===== src/rtl/ddr3_cmd_gen_pkg.sv =====
// Shared DDR3 definitions for the command generator: command types, pin
// encodings and address widths.
package ddr3_cmd_gen_pkg;

  localparam int ROW_BITS   = 14;
  localparam int COL_BITS   = 10;
  localparam int ADDR_WIDTH = (ROW_BITS > COL_BITS) ? ROW_BITS : COL_BITS;
  localparam int BANK_BITS  = 3;

  typedef enum logic [2:0] {
    CMD_NOP        = 3'd0,
    CMD_ACTIVATE   = 3'd1,
    CMD_READ       = 3'd2,
    CMD_WRITE      = 3'd3,
    CMD_PRECHARGE  = 3'd4,
    CMD_ACTIVATING = 3'd5
  } ddr3_cmd_t;

  typedef struct packed {
    logic cs_n;
    logic ras_n;
    logic cas_n;
    logic we_n;
  } ddr3_pin_t;

  localparam ddr3_pin_t DDR3_PIN_DES = 4'b1111;
  localparam ddr3_pin_t DDR3_PIN_ACT = 4'b0011;
  localparam ddr3_pin_t DDR3_PIN_RD  = 4'b0101;
  localparam ddr3_pin_t DDR3_PIN_WR  = 4'b0100;
  localparam ddr3_pin_t DDR3_PIN_PRE = 4'b0010;

  // Counter width for a minimum spacing of t cycles; it must hold t-1.
  function automatic int cnt_width(input int t);
    return (t <= 2) ? 1 : $clog2(t);
  endfunction

endpackage


===== src/rtl/ddr3_timing_cnt.sv =====
// Load/decrement/saturate spacing counter; zero=1 means the constraint is met.
module ddr3_timing_cnt #(
  parameter int WIDTH = 4
) (
  input  logic             clk,
  input  logic             rst_n,
  input  logic             load,
  input  logic [WIDTH-1:0] load_val,
  output logic             zero
);

  logic [WIDTH-1:0] cnt_q;
  logic [WIDTH-1:0] cnt_d;

  always_comb begin
    cnt_d = cnt_q;
    if (load) begin
      cnt_d = load_val;
    end else if (cnt_q != '0) begin
      cnt_d = cnt_q - 1'b1;
    end
  end

  always_ff @(posedge clk or negedge rst_n) begin
    if (!rst_n) begin
      cnt_q <= '0;
    end else begin
      cnt_q <= cnt_d;
    end
  end

  assign zero = (cnt_q == '0);

endmodule


===== src/rtl/ddr3_cmd_gen.sv =====
// Two-bank DDR3 command arbiter: round-robin grant, inter-bank spacing
// (tRRD/tCCD/tWTR) and registered command/address pins.
module ddr3_cmd_gen
  import ddr3_cmd_gen_pkg::*;
#(
  parameter int NUM_BANKS = 2,
  parameter int T_RRD     = 4,
  parameter int T_CCD     = 4,
  parameter int T_WTR     = 10
) (
  input  logic                                 clk,
  input  logic                                 rst_n,
  input  logic [NUM_BANKS-1:0]                 cmd_valid,
  input  ddr3_cmd_t [NUM_BANKS-1:0]            cmd_type,
  input  logic [NUM_BANKS-1:0][ADDR_WIDTH-1:0] cmd_addr,
  output logic [NUM_BANKS-1:0]                 cmd_ready,
  output logic                                 ddr_cs_n,
  output logic                                 ddr_ras_n,
  output logic                                 ddr_cas_n,
  output logic                                 ddr_we_n,
  output logic [BANK_BITS-1:0]                 ddr_ba,
  output logic [ADDR_WIDTH-1:0]                ddr_addr,
  output logic                                 issued,
  output logic                                 cmd_err
);

  localparam int RRD_W = cnt_width(T_RRD);
  localparam int CCD_W = cnt_width(T_CCD);
  localparam int WTR_W = cnt_width(T_WTR);
  localparam logic [RRD_W-1:0] RRD_LOAD = RRD_W'(T_RRD - 1);
  localparam logic [CCD_W-1:0] CCD_LOAD = CCD_W'(T_CCD - 1);
  localparam logic [WTR_W-1:0] WTR_LOAD = WTR_W'(T_WTR - 1);

  logic                  en_q, en_d;
  logic                  last_grant_q, last_grant_d;
  ddr3_pin_t             pins_q, pins_d;
  logic [BANK_BITS-1:0]  ba_q, ba_d;
  logic [ADDR_WIDTH-1:0] addr_q, addr_d;
  logic                  issued_q, issued_d;
  logic                  err_q, err_d;

  logic                  rrd_zero, ccd_zero, wtr_zero;
  logic                  load_rrd, load_ccd, load_wtr;
  logic [1:0]            elig;
  logic [1:0]            grant;
  logic                  any_grant;
  logic                  grant_idx;
  ddr3_cmd_t             sel_type;
  logic [ADDR_WIDTH-1:0] sel_addr;
  logic                  supported;

  function automatic logic type_ok(input ddr3_cmd_t t, input logic rrd_ok,
                                   input logic ccd_ok, input logic wtr_ok);
    case (t)
      CMD_ACTIVATE: return rrd_ok;
      CMD_READ:     return ccd_ok & wtr_ok;
      CMD_WRITE:    return ccd_ok;
      default:      return 1'b1;
    endcase
  endfunction

  ddr3_timing_cnt #(.WIDTH(RRD_W)) u_rrd_cnt (
    .clk(clk), .rst_n(rst_n), .load(load_rrd), .load_val(RRD_LOAD), .zero(rrd_zero)
  );
  ddr3_timing_cnt #(.WIDTH(CCD_W)) u_ccd_cnt (
    .clk(clk), .rst_n(rst_n), .load(load_ccd), .load_val(CCD_LOAD), .zero(ccd_zero)
  );
  ddr3_timing_cnt #(.WIDTH(WTR_W)) u_wtr_cnt (
    .clk(clk), .rst_n(rst_n), .load(load_wtr), .load_val(WTR_LOAD), .zero(wtr_zero)
  );

  // Unsupported types are granted like PRE so a confused bank cannot stall.
  always_comb begin
    elig = '0;
    for (int i = 0; i < 2; i++) begin
      elig[i] = en_q & cmd_valid[i] & type_ok(cmd_type[i], rrd_zero, ccd_zero, wtr_zero);
    end

    if (elig == 2'b11) begin
      grant = last_grant_q ? 2'b01 : 2'b10;
    end else begin
      grant = elig;
    end
    any_grant = |grant;
    grant_idx = grant[1];
    sel_type  = cmd_type[grant_idx];
    sel_addr  = cmd_addr[grant_idx];

    pins_d    = DDR3_PIN_DES;
    ba_d      = '0;
    addr_d    = '0;
    issued_d  = 1'b0;
    err_d     = 1'b0;
    supported = 1'b1;
    case (sel_type)
      CMD_ACTIVATE:  pins_d = DDR3_PIN_ACT;
      CMD_READ:      pins_d = DDR3_PIN_RD;
      CMD_WRITE:     pins_d = DDR3_PIN_WR;
      CMD_PRECHARGE: pins_d = DDR3_PIN_PRE;
      default:       supported = 1'b0;
    endcase
    if (!any_grant) begin
      pins_d = DDR3_PIN_DES;
    end else if (supported) begin
      issued_d = 1'b1;
      ba_d     = BANK_BITS'(grant_idx);
      addr_d   = sel_addr;
    end else begin
      err_d = 1'b1;
    end

    load_rrd     = any_grant & (sel_type == CMD_ACTIVATE);
    load_ccd     = any_grant & ((sel_type == CMD_READ) | (sel_type == CMD_WRITE));
    load_wtr     = any_grant & (sel_type == CMD_WRITE);
    last_grant_d = any_grant ? grant_idx : last_grant_q;
    en_d         = 1'b1;
  end

  always_ff @(posedge clk or negedge rst_n) begin
    if (!rst_n) begin
      en_q         <= 1'b0;
      last_grant_q <= 1'b1;
      pins_q       <= DDR3_PIN_DES;
      ba_q         <= '0;
      addr_q       <= '0;
      issued_q     <= 1'b0;
      err_q        <= 1'b0;
    end else begin
      en_q         <= en_d;
      last_grant_q <= last_grant_d;
      pins_q       <= pins_d;
      ba_q         <= ba_d;
      addr_q       <= addr_d;
      issued_q     <= issued_d;
      err_q        <= err_d;
    end
  end

  assign cmd_ready = grant;
  assign ddr_cs_n  = pins_q.cs_n;
  assign ddr_ras_n = pins_q.ras_n;
  assign ddr_cas_n = pins_q.cas_n;
  assign ddr_we_n  = pins_q.we_n;
  assign ddr_ba    = ba_q;
  assign ddr_addr  = addr_q;
  assign issued    = issued_q;
  assign cmd_err   = err_q;

endmodule


===== config.mk =====
export PLATFORM = sky130hd
export DESIGN_NAME = ddr3_cmd_gen
export DESIGN_NICKNAME = d
export VERILOG_FILES = /design/src/rtl/ddr3_cmd_gen_pkg.sv /design/src/rtl/ddr3_timing_cnt.sv /design/src/rtl/ddr3_cmd_gen.sv
export SDC_FILE = /design/constraint.sdc
export NUM_CORES = 1
export LEC_CHECK = 0
export BUFFER_PORTS_ARGS = -buffer_cell sky130_fd_sc_hd__buf_2
export CORE_MARGIN = 5
export CORE_UTILIZATION = 45
export DETAILED_ROUTE_END_ITERATION = 7
export PLACE_DENSITY = 0.76
export SLEW_MARGIN = 25
export SYNTH_ARGS = -nofsm -noshare
export SYNTH_HDL_FRONTEND = slang
export SYNTH_HIERARCHICAL = 1
export SYNTH_SLANG_ARGS = --single-unit

===== constraint.sdc =====
create_clock -name clk -period 2.8 [get_ports clk]
set_clock_uncertainty 0.1 [all_clocks]
set_input_delay 0.28 -clock clk [delete_from_list [all_inputs] [get_ports clk]]
set_output_delay 0.28 -clock clk [all_outputs]
set_load 0.02 [all_outputs]

---- Yosys cells after proc, flatten, opt, wreduce, memory -nomap -nowiden ----
Cells that the tools add are included.
word-level totals
  register bits ........................... 33
  bits in latches ......................... 0
  bits in writable memories ............... 0
  ROM bits ................................ 0
  input bits .............................. 38
  output and inout port bits .............. 25
  word-level logic and storage cells ...... 73
  memories kept ........................... 0
cells by class
  add/subtract/negate cells ............... 3
  multipliers ............................. 0
  divide/modulo/power cells ............... 0
  $lt $le $gt $ge ......................... 1
  equal/unequal tests ..................... 11
  shifts and indexed selects .............. 0
  muxes and demuxes ....................... 25
  bitwise logic cells ..................... 9
  reduce and logical (&&, ||, !) cells .... 11
operators with widths
  kind                                                                          count
  14-bit two-way mux                                                            4
  3-bit by 2-bit equality test with 1-bit output, second input constant         6
  4-bit one-hot mux with 4 select lines                                         1
  2-bit two-way mux                                                             6
  4-bit two-way mux                                                             3
  2-bit nonzero test                                                            5
  3-bit by 1-bit equality test with 1-bit output, second input constant         3
  1-bit bitwise AND                                                             8
  1-bit two-way mux                                                             7
  3-bit two-way mux                                                             2
  1-bit one-hot mux with 3 select lines                                         2
  2-bit logical NOT                                                             2
  4-bit logical NOT                                                             1
  4-bit nonzero test                                                            1
  4-bit OR reduction                                                            1
  2-bit by 1-bit subtractor with 2-bit output, second input constant            2
  4-bit by 1-bit subtractor with 4-bit output, second input constant            1
  3-bit equality test, second input constant                                    1
  2-bit equality test, second input constant                                    1
  1-bit by 2-bit less-than comparator with 1-bit output, second input constant  1
  2-bit OR reduction                                                            1
  1-bit bitwise OR                                                              1

---- Depth between registers and ports, before layout ----
Gate-level depths: netlist of the first run.
  word-level depth ........................ 13
  mapped depth ............................ 11
  mapped depth without buffers ............ 9

---- By module ----
Netlist of the first run, hierarchy kept.
modules (own cells, without submodules)
  module                            times used  cells an instance  area an instance (sq um)  seq. area each (sq um)
  ddr3_cmd_gen                      1           132                1328.8                    581.8
  ddr3_timing_cnt at u_wtr_cnt      1           22                 234.0                     100.1
  ddr3_timing_cnt at u_ccd_cnt ...  2           12                 113.9                     50.0

---- Worst setup path before layout of the first run ----
No wires, ideal clock.
  kind .................................... reg2reg
  start ................................... register u_wtr_cnt.cnt_q[0]
  end ..................................... register u_wtr_cnt.cnt_q[3]
  setup time .............................. 126 ps
  data arrival time ....................... 2448 ps
  data required time ...................... 2574 ps
  path slack .............................. 126 ps
  cell stages (with the launch flop) ...... 12
  buffers on the path ..................... 2
  period minus slack after synthesis ...... 2674 ps
  path through ............................ dfrtp_1 inv_1 ha_1 nor3b_4 o21ai_2 a2111oi_2 buf_2 o211ai_1 a21oi_1 clkbuf_1 nor3_1 a221o_1
on the way
  word-level cells in the longest chain between the ends .. 11
  elaborated cells between the ends (all ways) .. 18
  classes of those cells .................. 1 x add/sub; 2 x eq/ne; 7 x mux; 4 x bitwise; 4 x reduce/logical
RTL lines
  element                                                         RTL line               source
  from (decl)                                                     ddr3_timing_cnt.sv:12  logic [WIDTH-1:0] cnt_q;
  from (signal assigned)                                          ddr3_timing_cnt.sv:28  cnt_q <= cnt_d;
  4-bit logical NOT *                                             ddr3_timing_cnt.sv:32  assign zero = (cnt_q == '0);
  via wtr_zero                                                    ddr3_cmd_gen.sv:42     logic rrd_zero, ccd_zero, wtr_zero;
  1-bit bitwise AND *                                             ddr3_cmd_gen.sv:56     CMD_READ: return ccd_ok & wtr_ok;
  1-bit one-hot mux with 3 select lines                           ddr3_cmd_gen.sv:54     case (t)
  1-bit bitwise AND                                               ddr3_cmd_gen.sv:76     elig[i] = en_q & cmd_valid[i] & type_ok(cmd_type[i], rrd_zero, ccd_zero, wtr_zero);
  2-bit equality test                                             ddr3_cmd_gen.sv:79     if (elig == 2'b11) begin
  2-bit two-way mux *                                             ddr3_cmd_gen.sv:79
  3-bit two-way mux (implied by the code) (2 in a row)            ddr3_cmd_gen.sv:86     sel_type = cmd_type[grant_idx];
  3-bit by 2-bit equality test with 1-bit output                  ddr3_cmd_gen.sv:114    load_wtr = any_grant & (sel_type == CMD_WRITE);
  1-bit bitwise AND *                                             ddr3_cmd_gen.sv:114
  via load_wtr                                                    ddr3_cmd_gen.sv:43     logic load_rrd, load_ccd, load_wtr;
  4-bit two-way mux / 2-bit nonzero test (equally long branches)  -
The timed path passes the listed nets; every way through them passes the cells marked *. The select of a mux whose other input is x is not followed.
A chain may end at the register's enable or synchronous reset.

---- Worst setup path in the final report of the first run ----
  start ................................... register u_rrd_cnt.cnt_q[0]
  end ..................................... register u_wtr_cnt.cnt_q[3]
on the way
  word-level cells in the longest chain between the ends .. 10
  elaborated cells between the ends (all ways) .. 14
  classes of those cells .................. 2 x eq/ne; 6 x mux; 3 x bitwise; 3 x reduce/logical
RTL lines
  element                                                         RTL line
  from (decl)                                                     ddr3_timing_cnt.sv:12
  from (signal assigned)                                          ddr3_timing_cnt.sv:28
  2-bit logical NOT *                                             ddr3_timing_cnt.sv:32
  via rrd_zero                                                    ddr3_cmd_gen.sv:42
  1-bit one-hot mux with 3 select lines                           ddr3_cmd_gen.sv:54
  1-bit bitwise AND                                               ddr3_cmd_gen.sv:76
  2-bit equality test                                             ddr3_cmd_gen.sv:79
  2-bit two-way mux *                                             ddr3_cmd_gen.sv:79
  3-bit two-way mux (implied by the code) (2 in a row)            ddr3_cmd_gen.sv:86
  3-bit by 2-bit equality test with 1-bit output                  ddr3_cmd_gen.sv:114
  1-bit bitwise AND *                                             ddr3_cmd_gen.sv:114
  via load_wtr                                                    ddr3_cmd_gen.sv:43
  4-bit two-way mux / 2-bit nonzero test (equally long branches)  -
Marked as above.

==> impl_table.tex, run 1 <==
\begin{tabular}{lr}
\hline
Metric & Value \\
\hline
\multicolumn{2}{l}{\textbf{Synth}} \\
\quad Mapped Cells & 178 \\
\quad Count of cell types in the netlist & 50 \\
\quad Top\_reg\_cell synth & sky130\_fd\_sc\_hd\_\_dfrtp\_1 \\
\quad Count of flip-flops with a built-in enable after synthesis & 0 \\
\quad Ys Warns & 6 \\
\quad Fraction of synthesis flops using an asynchronous set or reset pin & 100\% \\
\quad Synth Area per Inst & 10.1 sq um \\
\quad Sequential share of the synthesized area & 43.7\% \\
\quad Post-synth design cell area & 1790 sq um \\
\quad Post-synthesis register bit count & 31 \\
\multicolumn{2}{l}{\textbf{Worst setup path}} \\
\quad Element type at the critical path end & flip-flop \\
\quad Startpoint kind of the worst setup timing path & flip-flop \\
\quad Data arrival at the endpoint of the critical path & 2.69 ns \\
\quad Critical path start-end classification & reg -> reg \\
\quad Number of cell instances on the worst register-to-register path & 9 \\
\quad CP startpoint & u\_rrd\_cnt/cnt\_q[0]\$\_DFFE\_PN0P\_ \\
\quad Capture point of the worst path & u\_wtr\_cnt/cnt\_q[3]\$\_DFFE\_PN0P\_ \\
\quad Worst flop-to-flop path startpoint & u\_rrd\_cnt/cnt\_q[0]\$\_DFFE\_PN0P\_ \\
\quad Worst r2r dst & u\_wtr\_cnt/cnt\_q[3]\$\_DFFE\_PN0P\_ \\
\quad Worst setup slack for register-to-register paths & 0.17 ns \\
\quad Peak fanout along the critical path & 9 \\
\quad Required time of the worst setup path & 2.87 ns \\
\multicolumn{2}{l}{\textbf{Detailed routing}} \\
\quad First-pass DRT Iterations & 4 \\
\quad Remaining number of nets flagged by the antenna check after routing & 0 \\
\quad DRC violations left & 0 \\
\quad Total Wirelength & 4410 microns \\
\quad Post-detailed-route wirelength per cell & 14.6 microns \\
\quad Vias per cell & 5.29 \\
\quad Iteration-0 DRC count of the detailed router & 92 \\
\quad Via total after detailed routing & 1599 \\
\multicolumn{2}{l}{\textbf{Timing}} \\
\quad Setup repair after global routing missed its margin & no \\
\quad Tightest Pin Transition & 0.709 ns \\
\quad Setup violations, final & 0 \\
\quad Rel. slew slack & 52.5\% \\
\quad Final slew viol count & 0 \\
\quad Share of the clock period used by the worst path & 93.8\% \\
\quad Number of hold violations in the final report & 0 \\
\quad Aggregate negative setup slack & 0 ns \\
\quad Maximum frequency from static timing analysis & 0.381 GHz \\
\quad Clock period minus worst slack & 2.63 ns \\
\multicolumn{2}{l}{\textbf{Global route}} \\
\quad Tot GR Track Use & 17.2\% \\
\quad Pin count of the biggest net entering global routing & 32 \\
\quad Via count of the first global-routing pass & 1555 \\
\quad Grt total ovfl & 0 \\
\quad First-pass GRT wire length & 7130 microns \\
\quad Antenna violations before repair & 0 \\
\multicolumn{2}{l}{\textbf{Placement}} \\
\quad Port buffer count & 60 \\
\quad Final HPWL from detailed placement & 3160 microns \\
\quad Last weighted congestion value of the routability-driven placer & 0.858 \\
\multicolumn{2}{l}{\textbf{Pwr}} \\
\quad Power density of the placed cells & 726 nW/um\^{}2 \\
\quad Leakage Power & 1.11 nW \\
\quad Sum of internal, switching and leakage power & 0.00171 W \\
\quad Worst IR Drop VDD & 0.529 mV \\
\multicolumn{2}{l}{\textbf{Final layout}} \\
\quad Share of post-route cells with drive strength above 1 & 38.9\% \\
\quad Nets & 292 \\
\quad Most used cells in the layout excluding fill and tap cells & 60 x sky130\_fd\_sc\_hd\_\_buf\_2, 26 x sky130\_fd\_sc\_hd\_\_dfrtp\_1, 18 x sky130\_fd\_sc\_hd\_\_a21oi\_1, 16 x sky130\_fd\_sc\_hd\_\_o211ai\_1, 15 x sky130\_fd\_sc\_hd\_\_nand4\_1 \\
\quad Commonest non-fill, non-tap cell in the layout & sky130\_fd\_sc\_hd\_\_buf\_2 \\
\quad Syn-to-layout area delta & 31.2\% \\
\quad N\_diodes & 0 \\
\multicolumn{2}{l}{\textbf{Clocking}} \\
\quad Worst-Skew Late Latency & 0.28 ns \\
\quad CTS buffer count & 5 \\
\quad Clock Path Buffers & 2 \\
\quad CTS tree & yes \\
\quad Maximum level of the CTS H-tree & 2 \\
\quad Clock transition time at the flip-flop clock pins of the worst setup and hold paths & 0.07 ns \\
\quad CTS root buf & sky130\_fd\_sc\_hd\_\_clkbuf\_8 \\
\quad Total number of clock tree sinks & 31 \\
\multicolumn{2}{l}{\textbf{Run status}} \\
\quad Outcome & complete, no violations \\
\multicolumn{2}{l}{\textbf{Flow run}} \\
\quad Number of maximum-capacitance violations & 0 \\
\multicolumn{2}{l}{\textbf{Floorplanning}} \\
\quad Initial core utilization & 45.7\% \\
\quad Total core area & 3910 sq um \\
\quad I/O pins & 63 \\
\quad Die Width & 73.1 microns \\
\quad Cell row count & 23 \\
\quad Height of the chip & 73.1 microns \\
\quad Die Outline Area & 5340 sq um \\
\multicolumn{2}{l}{\textbf{Worst hold path}} \\
\quad Hold Crit Class & in -> reg \\
\hline
\end{tabular}
## per-stage QoR
step	hold WS [ns]	cell area (sq um)	utilization [%]	setup WS, ns	cells
6_report	0.136	2350	60.0	0.173	302
2_1_floorplan	-0.116	1820	-	0.126	187
3_3_place_gp	0.243	2140	54.8	0.257	288
3_5_place_dp	0.268	2140	54.8	0.204	288
4_1_cts	0.133	2270	58.1	0.0387	297
5_1_grt	0.138	2350	60.0	0.0164	302
## cell families (layout without fill, tap and decap cells)
group / Yosys count / after routing / synth area share, %
simple gates: 48 / 48 / 17.1
mux: 3 / 3 / 1.75
compound gates: 61 / 61 / 24.3
xor+xnor: 7 / 7 / 3.42
fa+ha+maj: 3 / 3 / 2.10
buf+inv: 23 / 88 / 7.27
other cells: 2 / 11 / 0.419
flops: 31 / 31 / 43.7
## Yosys cell counts, types with 4 or more instances
master | n | area [sq um]
sky130_fd_sc_hd__a21oi_1 | 19 | 95.1
sky130_fd_sc_hd__buf_2 | 5 | 25.0
sky130_fd_sc_hd__buf_4 | 4 | 30.0
sky130_fd_sc_hd__dfrtp_1 | 26 | 651
sky130_fd_sc_hd__dfstp_2 | 5 | 131
sky130_fd_sc_hd__inv_1 | 8 | 30.0
sky130_fd_sc_hd__nand2_1 | 5 | 18.8
sky130_fd_sc_hd__nand4_1 | 15 | 93.8
sky130_fd_sc_hd__nor2_1 | 7 | 26.3
sky130_fd_sc_hd__o211ai_1 | 16 | 120
sky130_fd_sc_hd__xnor2_1 | 5 | 43.8
## cell type report
type | count | area [sq um]
Fill cell | 362 | 1560
Multi-Input combinational cell | 133 | 948
Sequential cell | 31 | 782
Timing Repair Buffer | 72 | 409
Clock buffer | 6 | 82.6
Tap cell | 50 | 62.6
Clock inverter | 2 | 35.0
Inverter | 8 | 30.0
## report_power, final
part	total (W)	internal [W]	switching [W]	leakage, nW
Sequential	0.000598	0.000546	0.0000522	0.392
Combinational	0.000652	0.000299	0.000354	0.655
Clock	0.000457	0.000288	0.000169	0.0612
## critical path, cell delays in order (launching register included)
cell,delay [ns]
sky130_fd_sc_hd__dfrtp_1,0.36
sky130_fd_sc_hd__inv_1,0.05
sky130_fd_sc_hd__ha_1,0.26
sky130_fd_sc_hd__nor4b_2,0.54
sky130_fd_sc_hd__a2111o_1,0.38
sky130_fd_sc_hd__nand4_1,0.14
sky130_fd_sc_hd__a21oi_1,0.14
sky130_fd_sc_hd__buf_4,0.16
sky130_fd_sc_hd__nor3_1,0.05
sky130_fd_sc_hd__a221o_1,0.32
## worst min path at each step
stage	startpoint	end	depth (start not counted)
after floorplan	rst_n	cmd_err$_DFF_PN0_	0
after global placement	rst_n	ddr_addr[1]$_DFF_PN0_	1
after detailed placement	rst_n	ddr_addr[1]$_DFF_PN0_	1
after CTS	cmd_addr[25]	ddr_addr[11]$_DFF_PN0_	3
after global routing	cmd_addr[25]	ddr_addr[11]$_DFF_PN0_	3
final	cmd_addr[18]	ddr_addr[4]$_DFF_PN0_	3
## metal layers
metal | track usage, % | vias to the layer above | part of all wire [%]
met2 | 27.0 | 49 | 47
met1 | 22.4 | 746 | 44
met3 | 5.79 | 5 | 7.9
li1 | - | 799 | -
met4 | 5.12 | 0 | 1.3
met5 | 0 | - | 0
## state kept, by name (all words and copies together), names as in the netlist
signal and flops:
en_q 1, u_ccd_cnt/cnt_q 2, ddr_ba 1, u_rrd_cnt/cnt_q 2, u_wtr_cnt/cnt_q 4, ddr_cs_n 1
last_grant_q 1, ddr_we_n 1, issued 1, cmd_err 1, ddr_cas_n 1, ddr_ras_n 1
ddr_addr 14
## what timing repair did
item	4_1_cts	5_1_grt
gates resized for setup	0	3
hold buffers	1	0
endpoints found under the setup margin	0	8
endpoints found under the hold margin	26	0
buffers inserted	0	5
(Power assumes the default switching activity.)
==> run 2, diff against run 1 <==
Settings changed: BUFFER_PORTS_ARGS -buffer_cell sky130_fd_sc_hd__buf_2 to default, CORE_UTILIZATION 45 to 56, DONT_BUFFER_PORTS from default to 1, PLACE_DENSITY 0.76 to 0.74.
==> run 2 against run 1 <==
The run now ends with hold timing left; total power fell by 7.3%; sequential power rose by 5.7%; clock-buffer cell count did not move; maximum frequency fell by 1.7%.
==> impl_table.tex, run 2 (synthesized netlist as in run 1, its figures left out) <==
\begin{tabular}{lr}
\hline
Metric & Value \\
\hline
\multicolumn{2}{l}{\textbf{Worst hold path}} \\
\quad Hold Crit Class & in -> reg \\
\multicolumn{2}{l}{\textbf{Worst setup path}} \\
\quad Master of the slowest instance on the critical path & sky130\_fd\_sc\_hd\_\_or4b\_4 \\
\quad Number of cell instances on the worst register-to-register path & 9 \\
\quad CP startpoint & u\_rrd\_cnt/cnt\_q[0]\$\_DFFE\_PN0P\_ \\
\quad Worst flop-to-flop path startpoint & u\_rrd\_cnt/cnt\_q[0]\$\_DFFE\_PN0P\_ \\
\quad Element type at the critical path end & output port \\
\quad Worst setup slack for register-to-register paths & 0.16 ns \\
\quad Number of buffer and inverter instances along the worst setup path & 3 \\
\quad Most repeated library cell on the critical path & sky130\_fd\_sc\_hd\_\_buf\_4 \\
\quad Series of cell instances along the critical path & inv\_1 -> ha\_1 -> or4b\_4 -> o211ai\_4 -> buf\_4 -> nor2\_1 -> buf\_4 \\
\quad Data arrival at the endpoint of the critical path & 2.29 ns \\
\quad Worst r2r dst & u\_wtr\_cnt/cnt\_q[3]\$\_DFFE\_PN0P\_ \\
\quad Peak fanout along the critical path & 11 \\
\quad Top delay family on crit path & simple AND/OR/NAND/NOR gates \\
\quad Critical path start-end classification & reg -> out \\
\quad Capture point of the worst path & cmd\_ready[1] \\
\quad Critical Path Max Stage Delay & 0.60 ns \\
\quad Required time of the worst setup path & 2.42 ns \\
\quad Number of cells on the critical path & 7 \\
\quad Startpoint kind of the worst setup timing path & flip-flop \\
\multicolumn{2}{l}{\textbf{Final layout}} \\
\quad Max reg flops & 14 \\
\quad Share of post-route cells with drive strength above 1 & 18.4\% \\
\quad Commonest non-fill, non-tap cell in the layout & sky130\_fd\_sc\_hd\_\_dfrtp\_1 \\
\quad N\_diodes & 0 \\
\quad Most used cells in the layout excluding fill and tap cells & 26 x sky130\_fd\_sc\_hd\_\_dfrtp\_1, 19 x sky130\_fd\_sc\_hd\_\_a21oi\_1, 16 x sky130\_fd\_sc\_hd\_\_o211ai\_1, 15 x sky130\_fd\_sc\_hd\_\_nand4\_1, 15 x sky130\_fd\_sc\_hd\_\_dlygate4sd3\_1 \\
\quad Nets & 247 \\
\quad Final instance area & 2160 sq um \\
\quad Syn-to-layout area delta & 20.8\% \\
\quad Final standard cell count with taps included and fillers excluded & 251 \\
\multicolumn{2}{l}{\textbf{Detailed routing}} \\
\quad Total Wirelength & 4630 microns \\
\quad Vias per cell & 6.16 \\
\quad Post-detailed-route wirelength per cell & 18.4 microns \\
\quad Iteration-0 DRC count of the detailed router & 232 \\
\quad Via total after detailed routing & 1545 \\
\quad DRC violations left & 0 \\
\quad Remaining number of nets flagged by the antenna check after routing & 0 \\
\quad First-pass DRT Iterations & 4 \\
\multicolumn{2}{l}{\textbf{Run status}} \\
\quad Failing checks & hold timing \\
\quad Outcome & finished with violations \\
\multicolumn{2}{l}{\textbf{Global route}} \\
\quad Pin count of the biggest net entering global routing & 32 \\
\quad Tot GR Track Use & 21.0\% \\
\quad First-pass GRT wire length & 7160 microns \\
\quad Via count of the first global-routing pass & 1543 \\
\quad Antenna violations before repair & 0 \\
\quad Grt total ovfl & 0 \\
\multicolumn{2}{l}{\textbf{Placement}} \\
\quad Last weighted congestion value of the routability-driven placer & 0.874 \\
\quad Final HPWL from detailed placement & 3150 microns \\
\quad Number of cells in the design after placement & 223 \\
\quad Port buffer count & 0 \\
\quad Post-detailed-placement cell area & 1840 sq um \\
\multicolumn{2}{l}{\textbf{Clocking}} \\
\quad CTS buffer count & 5 \\
\quad Clock transition time at the flip-flop clock pins of the worst setup and hold paths & 0.10 ns \\
\quad Worst-Skew Late Latency & 0.33 ns \\
\quad Clock Path Buffers & 2 \\
\quad Total number of clock tree sinks & 31 \\
\quad CTS root buf & sky130\_fd\_sc\_hd\_\_clkbuf\_4 \\
\quad CTS tree & yes \\
\quad Maximum level of the CTS H-tree & 2 \\
\multicolumn{2}{l}{\textbf{Floorplanning}} \\
\quad Total core area & 3050 sq um \\
\quad Cell row count & 20 \\
\quad Die Width & 66.5 microns \\
\quad I/O pins & 63 \\
\quad Die Outline Area & 4430 sq um \\
\quad Height of the chip & 66.5 microns \\
\quad Initial core utilization & 58.6\% \\
\multicolumn{2}{l}{\textbf{Pwr}} \\
\quad Power density of the placed cells & 731 nW/um\^{}2 \\
\quad Worst IR Drop VDD & 0.459 mV \\
\quad Leakage Power & 0.903 nW \\
\multicolumn{2}{l}{\textbf{Timing}} \\
\quad Setup violations, final & 0 \\
\quad Final slew viol count & 0 \\
\quad Setup repair after global routing missed its margin & no \\
\quad Share of the clock period used by the worst path & 95.4\% \\
\quad Number of hold violations in the final report & 1 \\
\quad Rel. slew slack & 54.2\% \\
\quad Maximum frequency from static timing analysis & 0.374 GHz \\
\quad Aggregate negative setup slack & 0 ns \\
\quad Clock period minus worst slack & 2.67 ns \\
\quad Hold WS & -0.000644 ns \\
\quad Tightest Pin Transition & 0.684 ns \\
\multicolumn{2}{l}{\textbf{Flow run}} \\
\quad Number of maximum-capacitance violations & 0 \\
\hline
\end{tabular}
==> run 2: cell type report <==
cell class	instances	area (sq um)
Sequential cell	31	782
Multi-Input combinational cell	133	953
Timing Repair Buffer	27	256
Clock buffer	6	51.3
Fill cell	244	890
Clock inverter	2	35.0
Tap cell	44	55.1
Inverter	8	30.0
==> run 2: where the power goes <==
group | internal [W] | total, W | switching, W
registers | 0.000546 | 0.000632 | 0.0000859
logic | 0.000269 | 0.000583 | 0.000315
clock network | 0.000211 | 0.000367 | 0.000156
total | 0.00103 | 0.00158 | 0.000557
==> run 2: repair_timing <==
item,4_1_cts,5_1_grt
endpoints found under the setup margin,2,1
setup buffers,1,3
resized for setup,2,1
endpoints found under the hold margin,43,2
hold buffers,14,2
==> run 2: worst register-to-register path, cell delays in order (launching register included) <==
cell                       delay (ns)
sky130_fd_sc_hd__dfrtp_1         0.38
sky130_fd_sc_hd__inv_1           0.05
sky130_fd_sc_hd__ha_1            0.26
sky130_fd_sc_hd__nor4b_2         0.50
sky130_fd_sc_hd__a2111o_1        0.43
sky130_fd_sc_hd__nand4_1         0.15
sky130_fd_sc_hd__a21oi_1         0.14
sky130_fd_sc_hd__buf_4           0.17
sky130_fd_sc_hd__nor3_1          0.06
sky130_fd_sc_hd__a221o_1         0.31
==> run 2: layer usage <==
layer / global-route usage (%) / share of wire [%]
met3: 6.24 / 7.8
met1: 24.5 / 40
met2: 36.1 / 51
met4: 7.87 / 0.86
met5: 0 / 0
==> run 2: how the worst min path moves through the flow <==
stage                       from                endpoint  slack (ns)  cells after the start
global placement           rst_n        issued$_DFF_PN0_       -0.11                      0
CTS                 cmd_addr[18]   ddr_addr[4]$_DFF_PN0_       0.001                      2
detailed placement         rst_n       cmd_err$_DFF_PN0_       -0.11                      0
floorplan                  rst_n       cmd_err$_DFF_PN0_       -0.12                      0
global route        cmd_addr[11]  ddr_addr[11]$_DFF_PN0_      0.0004                      2
finish              cmd_addr[18]   ddr_addr[4]$_DFF_PN0_     -0.0006                      2
==> run 2: per-stage QoR <==
step / worst slack [ns] / power (W) / hold slack, ns / util, %
floorplan: 0.126 / 0.00106 / -0.116 / -
global placement: 0.277 / 0.00112 / -0.115 / 60.4
detailed placement: 0.150 / 0.00116 / -0.115 / 60.4
CTS: 0.0720 / 0.00156 / 0.00117 / 68.7
global route: 0.0250 / 0.00168 / 0.000395 / 70.9
finish: 0.129 / 0.00158 / -0.000644 / 70.9
